**src/rtl/timer_pkg.sv**
```systemverilog
// Shared types and default widths for the interval-timer controller.
package timer_pkg;

    // FSM state encoding; code 3 is unused and is treated as IDLE.
    typedef enum logic [1:0] {
        ST_IDLE = 2'd0,
        ST_RUN  = 2'd1,
        ST_DONE = 2'd2
    } state_e;

    localparam int DEF_CNT_W = 4;
    localparam int DEF_PSC_W = 4;

endpackage

```
**src/rtl/timer_prescaler.sv**
```systemverilog
// Clock prescaler: counts 0..presc while enabled and emits a one-cycle tick
// in the cycle where the count equals presc, then wraps to 0.
module timer_prescaler
    import timer_pkg::*;
#(
    parameter int PSC_W = DEF_PSC_W
) (
    input  logic             clk,
    input  logic             rst,
    input  logic             en,
    input  logic             clear,
    input  logic [PSC_W-1:0] presc,
    output logic             tick
);

    logic [PSC_W-1:0] cnt_q;
    logic [PSC_W-1:0] cnt_d;

    assign tick = en && (cnt_q == presc);

    // Next prescaler count: clear has priority, otherwise advance or wrap on tick.
    always_comb begin
        cnt_d = cnt_q;
        if (clear) begin
            cnt_d = '0;
        end else if (en) begin
            cnt_d = tick ? '0 : cnt_q + PSC_W'(1);
        end
    end

    // Prescaler count register.
    always_ff @(posedge clk) begin
        if (rst) begin
            cnt_q <= '0;
        end else begin
            cnt_q <= cnt_d;
        end
    end

endmodule

```
**src/rtl/timer_ctrl.sv**
```systemverilog
// Programmable interval-timer controller: load/run/done sequencing of a
// down-counter driven by a prescaler tick, with a sticky interrupt request.
module timer_ctrl
    import timer_pkg::*;
#(
    parameter int CNT_W = DEF_CNT_W,
    parameter int PSC_W = DEF_PSC_W
) (
    input  logic             clk,
    input  logic             clr,
    input  logic             start,
    input  logic             stop,
    input  logic             mode_periodic,
    input  logic [CNT_W-1:0] load_val,
    input  logic [PSC_W-1:0] presc,
    input  logic             irq_ack,
    output logic [CNT_W-1:0] count,
    output logic             busy,
    output logic             tc,
    output logic             irq,
    output logic [1:0]       state
);

    state_e           state_q, state_d;
    logic [CNT_W-1:0] count_q, count_d;
    logic [PSC_W-1:0] presc_q, presc_d;
    logic             mode_q,  mode_d;
    logic             tc_q,    tc_d;
    logic             irq_q,   irq_d;

    logic             in_run;
    logic             psc_en;
    logic             psc_clr;
    logic             tick;
    logic             irq_set;

    assign in_run = (state_q == ST_RUN);

    // The prescaler only advances on plain RUN cycles; any start, stop or
    // non-RUN cycle restarts it from 0 so the first tick period is full.
    assign psc_en  = in_run && !stop && !start;
    assign psc_clr = !in_run || stop || start;

    timer_prescaler #(
        .PSC_W (PSC_W)
    ) u_presc (
        .clk   (clk),
        .rst   (clr),
        .en    (psc_en),
        .clear (psc_clr),
        .presc (presc_q),
        .tick  (tick)
    );

    // Next-state, counter, terminal-count and interrupt logic (stop > start > tick).
    always_comb begin
        state_d = state_q;
        count_d = count_q;
        presc_d = presc_q;
        mode_d  = mode_q;
        tc_d    = 1'b0;
        irq_set = 1'b0;

        case (state_q)
            ST_RUN: begin
                if (stop) begin
                    state_d = ST_IDLE;
                end else if (start) begin
                    count_d = load_val;
                    presc_d = presc;
                    mode_d  = mode_periodic;
                end else if (tick) begin
                    if (count_q != '0) begin
                        count_d = count_q - CNT_W'(1);
                    end else begin
                        tc_d    = 1'b1;
                        irq_set = 1'b1;
                        if (mode_q) begin
                            count_d = load_val;
                        end else begin
                            state_d = ST_DONE;
                        end
                    end
                end
            end
            ST_DONE: begin
                if (stop) begin
                    state_d = ST_IDLE;
                end else if (start) begin
                    state_d = ST_RUN;
                    count_d = load_val;
                    presc_d = presc;
                    mode_d  = mode_periodic;
                end
            end
            default: begin
                // IDLE and the unused code 3 behave identically.
                state_d = ST_IDLE;
                if (!stop && start) begin
                    state_d = ST_RUN;
                    count_d = load_val;
                    presc_d = presc;
                    mode_d  = mode_periodic;
                end
            end
        endcase

        // Sticky interrupt: a new set beats a simultaneous acknowledge.
        if (irq_set) begin
            irq_d = 1'b1;
        end else if (irq_ack) begin
            irq_d = 1'b0;
        end else begin
            irq_d = irq_q;
        end
    end

    // Controller state registers with synchronous reset.
    always_ff @(posedge clk) begin
        if (clr) begin
            state_q <= ST_IDLE;
            count_q <= '0;
            presc_q <= '0;
            mode_q  <= 1'b0;
            tc_q    <= 1'b0;
            irq_q   <= 1'b0;
        end else begin
            state_q <= state_d;
            count_q <= count_d;
            presc_q <= presc_d;
            mode_q  <= mode_d;
            tc_q    <= tc_d;
            irq_q   <= irq_d;
        end
    end

    assign count = count_q;
    assign busy  = in_run;
    assign tc    = tc_q;
    assign irq   = irq_q;
    assign state = state_q;

endmodule

```
**config.mk**
```make
export PLATFORM = sky130hd
export DESIGN_NAME = timer_ctrl
export DESIGN_NICKNAME = d
export VERILOG_FILES = /design/src/rtl/timer_pkg.sv /design/src/rtl/timer_prescaler.sv /design/src/rtl/timer_ctrl.sv
export SDC_FILE = /design/constraint.sdc
export NUM_CORES = 1
export LEC_CHECK = 0
export BUFFER_PORTS_ARGS = -buffer_cell sky130_fd_sc_hd__clkbuf_2
export CORE_MARGIN = 1.5
export CORE_UTILIZATION = 40
export CTS_CLUSTER_DIAMETER = 100
export DETAILED_ROUTE_END_ITERATION = 10
export SYNTH_ARGS = -nofsm -noshare
export SYNTH_HDL_FRONTEND = slang
export SYNTH_SLANG_ARGS = --single-unit
```
**constraint.sdc**
```tcl
create_clock -name clk -period 3.5 [get_ports clk]
set_input_delay 0.175 -clock clk [delete_from_list [all_inputs] [get_ports clk]]
set_output_delay 0.175 -clock clk [all_outputs]
set_load 0.005 [all_outputs]
```
Word level (Yosys, flattened, before mapping):

Index checks and enable logic that the tools add are counted.

* memories kept: 0
* input bits: 14
* memory bits (writable): 0
* bits in registers: 17
* bits in latches: 0
* bits in read-only memories: 0
* output and inout bits: 9

* $mul: 0
* mux-type cells: 34
* reduce and logical (&&, ||, !) cells: 18
* equal/unequal tests: 15
* bitwise gates (word level): 0
* divide/modulo/power cells: 0
* shift-type cells: 0
* $lt $le $gt $ge: 0
* add/subtract/negate cells: 2

Operators with widths (count)
* two-way mux 4 bit: 13
* two-way mux 2 bit: 7
* two-way mux 1 bit: 12
* inequality test 3 bit, second input constant: 4
* inequality test 2 bit, second input constant: 4
* case mux 4 bit (2 select lines): 1
* inequality test 3 x 2 -> 1 bit, second input constant: 2
* AND reduction 6 bit: 1
* AND reduction 5 bit: 1
* adder 4 x 1 -> 4 bit, second input constant: 1
* == test 4 bit: 1
* logical AND 1 bit: 4
* inequality test 4 x 3 -> 1 bit, second input constant: 1
* case mux 2 bit (2 select lines): 1
* nonzero test 2 bit: 2
* nonzero test 4 bit: 1
* OR reduction 2 bit: 2
* subtractor 4 x 1 -> 4 bit, second input constant: 1
* logical NOT 1 bit: 3
* AND reduction 3 bit: 1
* nonzero test 3 bit: 1
* == test 2 x 1 -> 1 bit, second input constant: 1
* == test 2 bit, second input constant: 1
* logical OR 1 bit: 2
* inequality test 2 x 1 -> 1 bit, second input constant: 1

Depth between registers and ports, before layout:

* word-level depth: 9
* mapped depth: 7
* gate-level depth less buffers: 7

Cells and area by module:

Synthesis repeated with hierarchy kept, for this count alone.

* cells, all modules: 109
* area total of the unflattened synthesis: 978.4 µm²

Modules (own cells, without submodules)
* timer_ctrl: area each 732.0 µm², times used 1, cells an instance 85
* timer_prescaler: area each 246.5 µm², times used 1, cells an instance 24

Worst setup path before layout:

OpenSTA, ideal clock, no wires.

* path kind: register to register
* start point: register count_q[0], in the netlist count[0]
* end point: register state_q[0], in the netlist state[0]
* arrival: 1.965 ns
* cell stages (with the launch flop): 7
* path buffers: 0
* setup time: 0.072 ns
* path slack: 1.464 ns
* path through: dfxtp_1 > inv_1 > ha_1 > or3b_4 > or4_4 > o41ai_4 > mux2i_1

* word-level cells in the longest chain between the ends: 3

RTL lines
* start: declaration: line timer_ctrl.sv:25 `logic [CNT_W-1:0] count_q, count_d;`
* start signal: assignment: line timer_ctrl.sv:129 `count_q <= count_d;`
* nonzero test 4 bit: line timer_ctrl.sv:73 `if (count_q != '0) begin`
* inequality test 3 bit (no line)
* AND reduction 5 bit (no line)
* end signal: assignment: line timer_ctrl.sv:128 `state_q <= state_d;`
* end: declaration: line timer_ctrl.sv:24 `state_e state_q, state_d;`

Every way passes these cells.
A chain may end at the register's enable or synchronous reset.

Worst setup path in the final report:

Ends and elaborated chain as after synthesis.

==> out/summary.txt <==
status = finished clean
CP startpoint kind = flip-flop
Post-CTS Setup Bufs = 0
crit path from = count[0]
post-synth top area share = 39.1%
NumNets Final = 138
EDFF count, synth = 0
Final Hold Fails = 0
largest net degree at the start of global routing = 15
switching power = 0.0000978 W
Worst Skew = 10.4 ps
drt total wl = 1.71 mm
cell internal pwr = 0.000270 W
clock network fraction of total power = 29.0%
DRT iter0 DRCs = 7
gr usage total = 14.8%
Worst Max-Slew Pin Slew = 586 ps
via count = 729
H-tree depth = 1
clk sinks = 17
RSZ-0062 raised after global routing = false
FF+latch count, synth = 17
number of CTS-inserted buffers = 3
DRT antenna net count = 0
HP Class = input port to flip-flop
GP Congestion = 0.735
core box area = 2000 µm²
Worst Path Arrival = 2400 ps
CTS tree = built
WL/cell = 11.7 µm
Starting Density = 43.4%
final core occ = 51.6%
post-route minimum period = 2170 ps
Row Count = 16
Finished Cell Area = 1030 µm²
I/O pin count = 23
P&R area growth vs syn = 18.8%
commonest cells in the netlist = 17 x dfxtp_1, 14 x nor2_1, 10 x mux2i_1
Placed Area = 1010 µm²
max-slew violations = 0
pwr dens = 355 nW/µm²
Die X = 49.6 µm
Hold-fix buffers, CTS = 0
first-pass GRT wire length = 2.84 mm
Slew HR = 61.0%
ys flop type = dfxtp_1
Syn. warnings = 0
Critical Path End = state[0]
Setup Viol. Count Final = 0
grt ovf = 0
Filler cells = 202
max frequency = 460 MHz
post-DP HPWL = 1.30 mm
first drt pass iteration count = 3
Avg Cell Area, Syn = 9.15 µm²
worst skew pair latency = 290 ps
sequential share of the synthesized area = 39.1%
CP Capture Type = flip-flop
IO Port Bufs = 22
share of layout cells above drive strength 1 = 24.4%
Root Driver = clkbuf_4
Syn Inst Count = 95
Syn Nets = 113
synth top area cells = dfxtp_1 39%, mux2i_1 12%, nor2_1 6.0%
Async SR Flop Fraction = 0%
crit path max fanout = 4
number of global-route vias before repair = 665
count of cell types in the netlist = 28
Combinational Power Share = 14.8%
Yosys top cell by area = dfxtp_1
CTS Buffer Depth = 2
max cap viols = 0
initial antenna violation count = 0
power share of the sequential group = 56.3%
FF-to-FF Start = count[0]
post-CTS sizing = 0
critical path class = flip-flop to flip-flop
final setup TNS = 0 ps
RR Endpoint = state[0]
VDD IR max = 0.195 mV
die area = 2460 µm²
Pleak = 0.452 nW
R2R Setup Slk = 1330 ps
most common cell in the netlist = dfxtp_1
Tcrit/Tclk final = 62.1%
Reg2Reg Depth = 6
CP required = 3720 ps
Die Height = 49.6 µm
sw frac = 26.6%
Worst-path clk slew = 110 ps
antenna cell count = 0
drc violations = 0
drt via density = 4.99
synthesized cell area = 870 µm²
==> flip-flops by register name, summed over array words and instances (netlist names) <==
signal         cells
state              2
mode_q             1
u_presc.cnt_q      4
count              4
presc_q            4
irq                1
tc                 1
==> per-layer routing <==
metal	vias up	GRT usage (%)	part of all wire, %
met5	-	0	0
met4	0	6.94	1.7
met3	4	3.64	6.4
met2	19	22.7	41
met1	323	19.5	51
li1	383	-	-
==> worst max-delay path, cell delays in order (launching register included) <==
cell and delay, ps:
dfxtp_1 350, inv_1 100, ha_1 190, or3b_4 400, or4_4 530, o41ai_4 310, mux2i_1 230
==> cell type report <==
| class | instances | area [µm²] | area share (%) |
|---|---|---|---|
| Multi-Input combinational cell | 69 | 495 | 47.9 |
| Sequential cell | 17 | 340 | 32.9 |
| Inverter | 7 | 26.3 | 2.54 |
| Clock buffer | 3 | 22.5 | 2.18 |
| Timing Repair Buffer | 22 | 110 | 10.7 |
| Clock inverter | 1 | 5.00 | 0.484 |
| Tap cell | 27 | 33.8 | 3.27 |
==> logic make-up after synthesis <==
kind of cell    Yosys count  share of synthesized area, %
compound gates           14                          12.9
xor+xnor                  6                          6.04
fa+ha+maj                 4                          5.76
buf+inv                   9                          3.89
flops                    17                          39.1
mux                      10                          11.5
simple gates             35                          20.7
==> metrics by stage <==
| stage | cells | total power, W | setup slack (ps) | hold WS, ps |
|---|---|---|---|---|
| 6_report | 146 | 0.000367 | 1330 | 110 |
| 5_1_grt | 146 | 0.000384 | 1220 | 134 |
| 4_1_cts | 146 | 0.000372 | 1330 | 110 |
| 3_5_place_dp | 142 | 0.000266 | 1340 | 422 |
| 3_3_place_gp | 142 | 0.000264 | 1430 | 414 |
| 2_1_floorplan | 95 | 0.000246 | 1460 | 322 |
==> cell usage in the layout (no fill, tap or decap) <==
cell,n
nor2_1,14
mux2i_1,10
o41ai_4,1
nand2_1,4
a221oi_1,1
a311oi_1,1
nor2b_1,2
or4_4,1
o211a_1,1
a21oi_1,4
and3_1,1
clkbuf_2,22
xor2_1,1
a32o_1,1
xnor2_1,5
ha_1,4
inv_1,7
nand4_1,1
or3_1,1
nor4_1,2
o21ai_0,3
nand2b_1,3
nor3_1,2
clkbuf_4,3
or3b_4,1
o22ai_1,2
dfxtp_1,17
nor3b_1,1
nand3_1,2
clkinv_2,1
==> worst min path at each step <==
stage             startpoint    endpoint  slack, ps  cells past startpoint
2_1_floorplan  mode_periodic      mode_q        320                      2
3_3_place_gp        presc[0]  presc_q[0]        410                      3
3_5_place_dp   mode_periodic      mode_q        420                      3
4_1_cts        mode_periodic      mode_q        110                      3
5_1_grt          load_val[1]    count[1]        130                      3
6_report       mode_periodic      mode_q        110                      3
==> power by group through the flow <==
stage / Sequential, W / Clock, W / Combinational, W
CTS: 0.000207 / 0.000111 / 0.0000549
global placement: 0.000211 / 0 / 0.0000537
finish: 0.000207 / 0.000106 / 0.0000543
global route: 0.000208 / 0.000117 / 0.0000595
floorplan: 0.000210 / 0 / 0.0000361
detailed placement: 0.000211 / 0 / 0.0000545
Note: power is estimated with default switching activity, not from simulation.
